`config.mk`:
```
export PLATFORM = sky130hd
export DESIGN_NAME = cv32e40x_wb_stage
export DESIGN_NICKNAME = d
export VERILOG_FILES = /design/src/rtl/cv32e40x_pkg.sv /design/src/rtl/cv32e40x_load_align.sv /design/src/rtl/cv32e40x_wb_stage.sv
export SDC_FILE = /design/constraint.sdc
export NUM_CORES = 1
export LEC_CHECK = 0
export BUFFER_PORTS_ARGS = -buffer_cell sky130_fd_sc_hd__buf_2
export CAP_MARGIN = 20
export CORE_MARGIN = 10
export CORE_UTILIZATION = 44
export CTS_CLUSTER_DIAMETER = 30
export DETAILED_ROUTE_END_ITERATION = 10
export GPL_TIMING_DRIVEN = 0
export PLACE_DENSITY_LB_ADDON = 0.3
export SYNTH_ARGS = -nofsm -noshare
export SYNTH_HDL_FRONTEND = slang
export SYNTH_HIERARCHICAL = 1
export SYNTH_SLANG_ARGS = --single-unit
export TNS_END_PERCENT = 5
```
`constraint.sdc`:
```
create_clock -name clk -period 6.1 [get_ports clk]
set_input_delay 0 -clock clk [delete_from_list [all_inputs] [get_ports clk]]
set_output_delay 0 -clock clk [all_outputs]
set_load 0.05 [all_outputs]
```
`src/rtl/cv32e40x_pkg.sv`:
```
// Shared types for the writeback slice of the cv32e40x core.
//   lsu_size_e       : LSU access size encoding
//   csr_opcode_e     : CSR operation encoding
//   wb_split_state_e : writeback split-load tracking state
//   ex_wb_pipe_t     : EX/WB pipeline register
//   ctrl_fsm_t       : controller-to-pipeline control bundle (WB subset)
package cv32e40x_pkg;

  localparam int unsigned REGFILE_ADDR_W = 5;

  typedef enum logic [1:0] {
    LSU_BYTE = 2'b00,
    LSU_HALF = 2'b01,
    LSU_WORD = 2'b10
  } lsu_size_e;

  typedef enum logic [1:0] {
    CSR_OP_READ  = 2'b00,
    CSR_OP_WRITE = 2'b01,
    CSR_OP_SET   = 2'b10,
    CSR_OP_CLEAR = 2'b11
  } csr_opcode_e;

  typedef enum logic [0:0] {
    WB_IDLE = 1'b0,
    WB_HOLD = 1'b1
  } wb_split_state_e;

  typedef struct packed {
    logic                      instr_valid;
    logic                      rf_we;
    logic [REGFILE_ADDR_W-1:0] rf_waddr;
    logic [31:0]               rf_wdata;
    logic                      lsu_en;
    lsu_size_e                 lsu_size;
    logic                      lsu_sext;
    logic [1:0]                lsu_addr_lsb;
    logic                      lsu_split_first;
    logic                      csr_en;
    csr_opcode_e               csr_op;
    logic [11:0]               csr_addr;
    logic [31:0]               csr_wdata;
    logic                      illegal_insn;
  } ex_wb_pipe_t;

  typedef struct packed {
    logic kill_wb;
    logic halt_wb;
  } ctrl_fsm_t;

endpackage

```
`src/rtl/cv32e40x_load_align.sv`:
```
// Combinational load data alignment: shift the word-aligned response down to the
// access offset, optionally merge with the held first half of a split access,
// then zero/sign-extend to 32 bits according to the access size.
//   rdata      : response word from the LSU
//   hold       : first-half data captured by the writeback stage
//   size       : access size
//   sext       : sign-extend when set, zero-extend otherwise
//   addr_lsb   : byte offset of the access
//   merge      : second half of a split access; combine with hold
//   first_half : rdata shifted down by the byte offset (captured for split loads)
//   value      : final 32-bit register-file value
module cv32e40x_load_align
  import cv32e40x_pkg::*;
(
  input  logic [31:0] rdata,
  input  logic [31:0] hold,
  input  lsu_size_e   size,
  input  logic        sext,
  input  logic [1:0]  addr_lsb,
  input  logic        merge,
  output logic [31:0] first_half,
  output logic [31:0] value
);

  logic [5:0]  shamt_lo;
  logic [5:0]  shamt_hi;
  logic [31:0] upper;
  logic [31:0] word;

  assign shamt_lo   = {1'b0, addr_lsb, 3'b000};
  // Offset 0 gives a 32-bit shift, which clears the upper contribution.
  assign shamt_hi   = 6'd32 - shamt_lo;
  assign first_half = rdata >> shamt_lo;
  assign upper      = rdata << shamt_hi;
  assign word       = merge ? (hold | upper) : first_half;

  always_comb begin
    value = word;
    unique case (size)
      LSU_BYTE: value = {{24{sext & word[7]}}, word[7:0]};
      LSU_HALF: value = {{16{sext & word[15]}}, word[15:0]};
      default:  value = word;
    endcase
  end

endmodule

```
`src/rtl/cv32e40x_wb_stage.sv`:
```
// Writeback stage: completes loads from the LSU response channel (including
// two-part misaligned loads), drives the register-file and CSR write ports,
// reports bus errors and produces the stage handshake and retire pulse.
// Optional feature macro: CV32E40X_WB_INSTRET_CNT_EN enables a free-running
// retire counter on instret_cnt_o; otherwise instret_cnt_o is tied to 0.
//   clk, rst                       : clock, asynchronous active-high reset
//   ex_wb_pipe_i, ctrl_fsm_i       : EX/WB pipe register, controller kill/halt
//   lsu_rvalid_i/rdata_i/err_i     : LSU response channel
//   rf_we_o/waddr_o/wdata_o        : register-file write port
//   csr_we_o/addr_o/wdata_o        : CSR write port
//   lsu_err_o                      : bus-error report to controller
//   wb_ready_o, wb_valid_o         : stage handshake
//   instret_o, instret_cnt_o       : retire pulse and optional count
module cv32e40x_wb_stage
  import cv32e40x_pkg::*;
#(
  parameter int unsigned RF_ADDR_W = 5,
  parameter int unsigned INSTRET_W = 64
) (
  input  logic                 clk,
  input  logic                 rst,
  input  ex_wb_pipe_t          ex_wb_pipe_i,
  input  ctrl_fsm_t            ctrl_fsm_i,
  input  logic                 lsu_rvalid_i,
  input  logic [31:0]          lsu_rdata_i,
  input  logic                 lsu_err_i,
  output logic                 rf_we_o,
  output logic [RF_ADDR_W-1:0] rf_waddr_o,
  output logic [31:0]          rf_wdata_o,
  output logic                 csr_we_o,
  output logic [11:0]          csr_addr_o,
  output logic [31:0]          csr_wdata_o,
  output logic                 lsu_err_o,
  output logic                 wb_ready_o,
  output logic                 wb_valid_o,
  output logic                 instret_o,
  output logic [INSTRET_W-1:0] instret_cnt_o
);

  wb_split_state_e state_q;
  logic [31:0]     hold_q;
  logic            err_q;

  logic        valid;
  logic        wait_rsp;
  logic        lsu_done;
  logic        err_any;
  logic        final_part;
  logic [31:0] first_half;
  logic [31:0] load_value;

  assign valid      = ex_wb_pipe_i.instr_valid && !ctrl_fsm_i.kill_wb && !ctrl_fsm_i.halt_wb;
  assign wait_rsp   = valid && ex_wb_pipe_i.lsu_en && !lsu_rvalid_i;
  assign wb_ready_o = ctrl_fsm_i.kill_wb || (!ctrl_fsm_i.halt_wb && !wait_rsp);
  assign wb_valid_o = valid && (!ex_wb_pipe_i.lsu_en || lsu_rvalid_i);

  assign lsu_done   = wb_valid_o && ex_wb_pipe_i.lsu_en;
  // err_q is only ever set while in HOLD, so it carries the first-half error.
  assign err_any    = lsu_err_i || err_q;
  // The first half of a split access never writes, retires or reports errors.
  assign final_part = !ex_wb_pipe_i.lsu_split_first;

  cv32e40x_load_align u_load_align (
    .rdata      (lsu_rdata_i),
    .hold       (hold_q),
    .size       (ex_wb_pipe_i.lsu_size),
    .sext       (ex_wb_pipe_i.lsu_sext),
    .addr_lsb   (ex_wb_pipe_i.lsu_addr_lsb),
    .merge      (state_q == WB_HOLD),
    .first_half (first_half),
    .value      (load_value)
  );

  assign rf_waddr_o  = RF_ADDR_W'(ex_wb_pipe_i.rf_waddr);
  assign rf_wdata_o  = ex_wb_pipe_i.lsu_en ? load_value : ex_wb_pipe_i.rf_wdata;
  assign rf_we_o     = wb_valid_o && ex_wb_pipe_i.rf_we && final_part &&
                       !(ex_wb_pipe_i.lsu_en && err_any);
  assign lsu_err_o   = lsu_done && final_part && err_any;
  assign csr_we_o    = wb_valid_o && ex_wb_pipe_i.csr_en && (ex_wb_pipe_i.csr_op != CSR_OP_READ);
  assign csr_addr_o  = ex_wb_pipe_i.csr_addr;
  assign csr_wdata_o = ex_wb_pipe_i.csr_wdata;
  assign instret_o   = wb_valid_o && final_part && !ex_wb_pipe_i.illegal_insn && !lsu_err_o;

  // Split-load tracking. wb_valid_o already excludes kill and halt, so a halted
  // stage falls through every branch and keeps its state.
  always_ff @(posedge clk or posedge rst) begin
    if (rst) begin
      state_q <= WB_IDLE;
      hold_q  <= '0;
      err_q   <= 1'b0;
    end else if (ctrl_fsm_i.kill_wb) begin
      state_q <= WB_IDLE;
      err_q   <= 1'b0;
    end else if (lsu_done) begin
      if (ex_wb_pipe_i.lsu_split_first) begin
        state_q <= WB_HOLD;
        hold_q  <= first_half;
        err_q   <= lsu_err_i;
      end else if (state_q == WB_HOLD) begin
        state_q <= WB_IDLE;
        err_q   <= 1'b0;
      end
    end
  end

`ifdef CV32E40X_WB_INSTRET_CNT_EN
  logic [INSTRET_W-1:0] instret_cnt_q;

  always_ff @(posedge clk or posedge rst) begin
    if (rst) begin
      instret_cnt_q <= '0;
    end else if (instret_o) begin
      instret_cnt_q <= instret_cnt_q + INSTRET_W'(1);
    end
  end

  assign instret_cnt_o = instret_cnt_q;
`else
  assign instret_cnt_o = '0;
`endif

`ifndef SYNTHESIS
  // A response without an LSU instruction in WB is a controller protocol error.
  rsp_without_lsu : assert property (@(posedge clk) disable iff (rst)
    lsu_rvalid_i |-> (ex_wb_pipe_i.instr_valid && ex_wb_pipe_i.lsu_en));
`endif

endmodule
```
==> summary.md, run 1 <==
| Metric | Value |
|---|---|
| First-pass GRT wire length | 25.4 mm |
| Critical Path AT | about 3.1 ns |
| Place WS | 3.09 ns |
| CTS clk-pin slew, worst paths | approximately 0.080 ns |
| Seq/Total Area, Yosys | 18.8% |
| DRC Markers | 0 |
| Die Wd | about 120 um |
| Achievable Freq | approximately 330 MHz |
| Slowest stage delay, CP | 0.38 ns |
| Initial antenna violation count | 1 |
| Area of the multi-input gates | 2830 um2 |
| Setup CP Type | primary input to output port |
| CP delay by family, top | buffers and inverters |
| GRT Residual Overflow | 0 |
| Yosys top cell area share | 19.4% |
| CP cell instances | buf_2 > buf_4 > buf_6 > buf_6 > inv_2 > ha_1 > buf_6 > nor2_2 > a211o_1 > o2111ai_2 > buf_6 > o211ai_1 > mux2_2 > buf_2 |
| Number of synthesized register bits | 34 |
| Worst slew pin tran | 0.937 ns |
| Die footprint | approximately 15,000 um2 |
| Setup crit end kind | output port |
| Layout cells sized above 1 | a little under three fifths |
| Cell area after synthesis | about 4500 um2 |
| Crit path capture | rf_wdata_o[18] |
| Area of the core | 9910 um2 |
| Post-synth cell types | 51 |
| Setup-failing EPs final | 0 |
| H-tree depth | 2 |
| Vias in the first global route | a little under 5,000 |
| CP most frequent cell | buf_6 |
| Outcome | finished clean |
| PwrDens | roughly 180 nW/um2 |
| FF-to-FF path depth | 3 |
| Period utilization | between 50% and 60% |
| P&R area growth vs syn | 30.4% |
| Initial Utilization | between 40% and 50% |
| CP Data Required Time | between 6 and 7 ns |
| Number of flops mapped to enable cells by yosys | 0 |
| Worst-path cell with the longest stage delay | nor2_2 |
| Fin. max-slew vios | 0 |
| Final Critical Period | roughly 3 ns |
| Setup Buffers After CTS | 0 |
| CP bufs+invs | 8 |
| Routed Wire Length | 17.0 mm |
| Worst setup margin | about 3.0 ns |
| RSZ-0062 raised after global routing | false |
| GRT Util Overall | approximately 22% |
| Worst IR Drop VDD | 0.0966 mV |
| Critical Path Start | ex_wb_pipe_i[49] |
| LEAKAGE | about 3.2 nW |
| Reg2reg start | state_q |
| Clock tree sinks | 34 |
| Placer's final routability congestion estimate | about 0.96 |
| Skew-Pair Late Insertion Delay | between 0.2 and 0.3 ns |
| Antenna Nets Post-Route | 0 |
| Final TNS setup | 0 ns |
| Root Driver | clkbuf_8 |
| Class of the worst hold path | primary input to register |
| Max_cap viols | 0 |
| Final Hold Fails | 0 |
| Most common cell after layout, fill and taps aside | buf_2 |
| R2r setup slk | roughly 5.3 ns |
| FF/Latch Area | roughly 850 um2 |
| Worst Path Max Fanout | 10 |
| Synth area leader | buf_4 |
| DR vias/cell | a little over 5 |
| Share of synthesized flip-flops with an asynchronous set or reset | between 90% and 100% |
| Drt first pass iters | 5 |
| Clock Skew | around 0.000055 ns |
| Synth warnings | 6 |
| WP depth | 14 |
| Cells after Synth | between 400 and 500 |
| Worst-case clock buffer depth | 2 |
| CTS buffer count | 5 |
| # nets final | about 860 |
| Relative slew slack | a little under two fifths |
| Top cells by area, synth | buf_4 19%, dfrtp_1 19%, mux2_2 11% |
| Primary FF master, synth | dfrtp_1 |
| Crit Reg-Reg Endpoint | err_q |
| DR vias | about 4,500 |
| Synth Area per Inst | a little over 9 um2 |
| Num rows | 36 |
| IO buf count | ~170 |
| Post-DP HPWL | around 14 mm |
| Filler cells | ~900 |
| Startpoint Class | primary input |
| Largest net degree at the start of global routing | 21 |
| Wire per inst | between 15 and 20 um |
| Commonest cells after routing, fill and taps aside | 175 x buf_2, 117 x buf_4, 64 x conb_1, 44 x mux2_2, 38 x a21oi_1 |
| Power consumption | 1.05 mW |
| Initial DRC Count | 401 |
| Die height | around 120 um |
| CTS tree | done |
| Io pins | approximately 280 |
[registers in the layout, indices dropped and copies added, names as in the netlist]
name,cells
hold_q,32
err_q,1
state_q,1
[worst reg2reg max path, stage by stage (launching register included)]
cell and delay [ns]:
dfrtp_1 0.36, nor2_1 0.05, o21ai_0 0.18, a21oi_1 0.09
[Yosys cell counts (2+ instances only)]
master,n
a21o_1,7
a2111oi_0,7
nand2b_1,9
mux2i_1,23
o2bb2ai_1,7
buf_4,117
and3_1,2
o21ai_0,29
o21ai_1,4
o211ai_1,15
nand2_1,25
dfrtp_1,34
mux2_4,30
mux2_2,44
inv_1,5
a211o_1,8
a21oi_1,38
nor2_1,10
buf_2,8
clkbuf_1,7
and2_1,9
mux4_2,8
nand4b_1,3
buf_6,10
[worst min path at each step]
stage,endpoint,cells past startpoint,from,slack [ns]
final,err_q,3,lsu_err_i,0.01
after global routing,err_q,3,lsu_err_i,0.01
after detailed placement,err_q,2,ctrl_fsm_i[1],0.20
after floorplan,err_q,1,ctrl_fsm_i[1],0.06
after CTS,err_q,3,lsu_err_i,0.0008
after global placement,err_q,2,ctrl_fsm_i[1],0.20
[cells by family after synthesis]
| kind of cell | synth area share (%) |
|---|---|
| fa+ha+maj | 0.276 |
| simple gates | 9.36 |
| buf+inv | 24.0 |
| mux | 29.9 |
| other cells | 0.0828 |
| compound gates | 17.5 |
| flops | 18.8 |
[stage by stage]
stage | util, % | instances | hold slack, ns | instance area (um2)
after detailed placement | 58.5 | 850 | 0.198 | 5800
after floorplan | - | 549 | 0.0631 | 4770
after global routing | 59.6 | 860 | 0.0120 | 5900
after CTS | 59.6 | 860 | 0.000765 | 5900
after global placement | 58.2 | 849 | 0.196 | 5770
final | 59.6 | 861 | 0.00964 | 5900
[layout make-up]
type,instances,share of cell area [%]
tap,133,2.82
timing repair buffer,170,15.0
buffer,144,18.1
clock inverter,2,0.233
inverter,6,0.381
sequential,34,14.4
multi-input combinational,365,47.9
clock buffer,6,1.23
antenna,1,0.0424
[what timing repair did]
action                                  CTS  global route
endpoints found under the setup margin    0             0
endpoints found under the hold margin    21             0
hold buffers                              2             0
gates resized for setup                   0             0
[routing by layer]
layer / share of wire, % / global-route usage (%) / wire length [um]
met1: 35 / 23.1 / 5960
met2: 48 / 36.9 / 8120
met3: 14 / 8.56 / 2410
met4: 2.9 / 9.09 / 484
met5: 0 / 0 / 0
[where the power goes]
part / total (mW) / internal, mW / switching (mW) / leakage [nW]
Combinational: 0.604 / 0.217 / 0.388 / 2.69
Sequential: 0.276 / 0.257 / 0.0188 / 0.453
Clock: 0.173 / 0.0807 / 0.0925 / 0.0452
Total: 1.05 / 0.555 / 0.499 / 3.19
No activity file was read; power rests on OpenSTA's default activity.
==> run 2: changes to the inputs <==
==> constraint.sdc (replaced) <==
create_clock -name clk -period 3.2 [get_ports clk]
set_input_delay 0 -clock clk [delete_from_list [all_inputs] [get_ports clk]]
set_output_delay 0 -clock clk [all_outputs]
set_load 0.05 [all_outputs]
==> run 2 against run 1 <==
Final cell count unchanged. Non-clock buffer count stayed put. Core utilization is 0.051 points higher. First-iteration DRC count decreased by 1.2%. Routed wire length is 0.49% higher. Critical path depth is 2 lower. Count of clock-buffer cells in the layout unchanged. Combinational power is 92% higher. Sequential share of layout area hardly changed. Via count is essentially flat. Highest routed layer unchanged.
==> summary.md, run 2 (synthesis gave the netlist of run 1 again) <==
| Metric | Value |
|---|---|
| Largest net degree at the start of global routing | 21 |
| Setup crit end kind | output port |
| IO buf count | between 150 and 200 |
| CP most frequent cell | buf_6 |
| Hold path startpoint | lsu_err_i |
| FF-to-FF path depth | 3 |
| Worst Path Max Fanout | 10 |
| Die footprint | roughly 15,000 um2 |
| Max reg flops | 32 |
| DR vias | between 4,000 and 5,000 |
| Hold EP | err_q |
| CP cell instances | buf_2 > buf_4 > buf_6 > buf_6 > inv_2 > ha_1 > buf_6 > nor3b_2 > a2111oi_0 > o211ai_1 > mux2_2 > buf_2 |
| Skew-Pair Late Insertion Delay | ~0.29 ns |
| Period utilization | 92.8% |
| R2r setup slk | around 2.4 ns |
| CTS clk-pin slew, worst paths | roughly 0.080 ns |
| Crit Reg-Reg Endpoint | err_q |
| Filler cells | about 880 |
| DR vias/cell | between 5 and 6 |
| Worst IR Drop VDD | 0.187 mV |
| Layout cells sized above 1 | 55.6% |
| Worst-path cell with the longest stage delay | nor3b_2 |
| DRC Markers | 0 |
| Outcome | finished clean |
| LEAKAGE | 3.19 nW |
| Achievable Freq | ~340 MHz |
| Wire per inst | 19.8 um |
| Class of the worst hold path | primary input to register |
| Die height | about 120 um |
| Relative slew slack | a little under two fifths |
| P&R area growth vs syn | 30.5% |
| First-pass GRT wire length | approximately 25 mm |
| Startpoint Class | primary input |
| GRT Util Overall | 21.6% |
| Final TNS setup | 0 ns |
| Slowest stage delay, CP | between 0.5 and 0.6 ns |
| CP delay by family, top | buffers and inverters |
| Hold Path Depth | 3 |
| # nets final | 859 |
| Fin. max-slew vios | 0 |
| Placer's final routability congestion estimate | around 0.96 |
| Initial Utilization | between 40% and 50% |
| Routed Wire Length | 17.1 mm |
| Largest registers | hold_q: 32 flops, err_q: 1 flops, state_q: 1 flops |
| Most common cell after layout, fill and taps aside | buf_2 |
| Initial antenna violation count | 1 |
| Critical Path AT | 2.97 ns |
| CTS tree | done |
| GRT Residual Overflow | 0 |
| Io pins | 283 |
| Root Driver | clkbuf_8 |
| PwrDens | around 340 nW/um2 |
| Num rows | 36 |
| Reg2reg start | state_q |
| Commonest cells after routing, fill and taps aside | 175 x buf_2, 117 x buf_4, 64 x conb_1, 44 x mux2_2, 38 x a21oi_1 |
| Post-DP HPWL | 13.8 mm |
| Die Wd | 121 um |
| Fin cells | between 800 and 900 |
| Initial DRC Count | ~400 |
| Area of the core | 9910 um2 |
| H-tree depth | 2 |
| RSZ-0062 raised after global routing | false |
| Clock tree sinks | 34 |
| Antenna Nets Post-Route | 0 |
| CTS buffer count | 5 |
| Worst setup margin | about 0.23 ns |
| Max_cap viols | 0 |
| Clock Skew | 0.0000552 ns |
| Most flop-heavy register | hold_q |
| Worst-case clock buffer depth | 2 |
| Setup CP Type | primary input to output port |
| Setup-failing EPs final | 0 |
| Drt first pass iters | 6 |
| Final Hold Fails | 0 |
| Worst slew pin tran | roughly 0.94 ns |
| Place WS | around 0.19 ns |
| Final Critical Period | a little under 3 ns |
| Dpl cells | 850 |
| CP Data Required Time | around 3.2 ns |
| Vias in the first global route | roughly 5,000 |
| CP bufs+invs | 7 |
## run 2: cell count changes in the layout (fill, tap and decap cells not counted)
| cell | previous run | this run |
|---|---|---|
| nor2_2 | 1 | 0 |
| nor2_4 | 1 | 2 |
## run 2: timing repair
item / 4_1_cts / 5_1_grt
endpoints found under the setup margin: 0 / 3
endpoints found under the hold margin: 21 / 0
hold buffers: 2 / 0
buffers inserted: 0 / 0
resized for setup: 0 / 1
## run 2: power by group
group / internal [mW] / total [mW] / switching (mW)
combinational: 0.414 / 1.16 / 0.741
clock: 0.154 / 0.333 / 0.179
sequential: 0.490 / 0.525 / 0.0358
total: 1.06 / 2.01 / 0.955
## run 2: area by class of cell
type / count / area (um2) / share of cell area (%)
Multi-Input combinational cell: 365 / 2830 / 47.9
Sequential cell: 34 / 851 / 14.4
Tap cell: 133 / 166 / 2.82
Timing Repair Buffer: 170 / 883 / 14.9
Inverter: 6 / 22.5 / 0.381
Clock buffer: 6 / 72.6 / 1.23
Clock inverter: 2 / 13.8 / 0.233
Buffer: 144 / 1070 / 18.0
Antenna cell: 1 / 2.50 / 0.0423
## run 2: worst max path at each step
stage          slack (ns)              to        startpoint  depth (start not counted)
6_report             0.23  rf_wdata_o[18]  ex_wb_pipe_i[49]                         12
4_1_cts              0.17  rf_wdata_o[18]  ex_wb_pipe_i[49]                         14
2_1_floorplan        0.91  rf_wdata_o[24]  ex_wb_pipe_i[50]                         10
3_3_place_gp         0.19  rf_wdata_o[18]  ex_wb_pipe_i[49]                         14
3_5_place_dp         0.19  rf_wdata_o[18]  ex_wb_pipe_i[49]                         14
5_1_grt               0.1  rf_wdata_o[16]  ex_wb_pipe_i[49]                         13
## run 2: worst min-delay path: stages
cell	delay, ns
buf_2	0.11
nand4b_1	0.09
a21oi_1	0.06
## run 2: layer usage
| layer | routed length, um | track usage, % | share of wire [%] |
|---|---|---|---|
| met3 | 2390 | 8.56 | 14 |
| met2 | 8140 | 36.9 | 48 |
| met1 | 6060 | 23.1 | 36 |
| met4 | 477 | 9.09 | 2.8 |
| met5 | 0 | 0 | 0 |
## run 2: metrics by stage
stage / utilization, % / total power, mW / hold slack [ns] / instance area, um2
3_5_place_dp: 58.5 / 1.67 / 0.198 / 5800
2_1_floorplan: - / 1.43 / 0.0631 / 4770
4_1_cts: 59.6 / 2.01 / 0.000765 / 5900
6_report: 59.6 / 2.01 / 0.00678 / 5910
3_3_place_gp: 58.2 / 1.65 / 0.196 / 5770
5_1_grt: 59.6 / 2.11 / 0.0120 / 5910
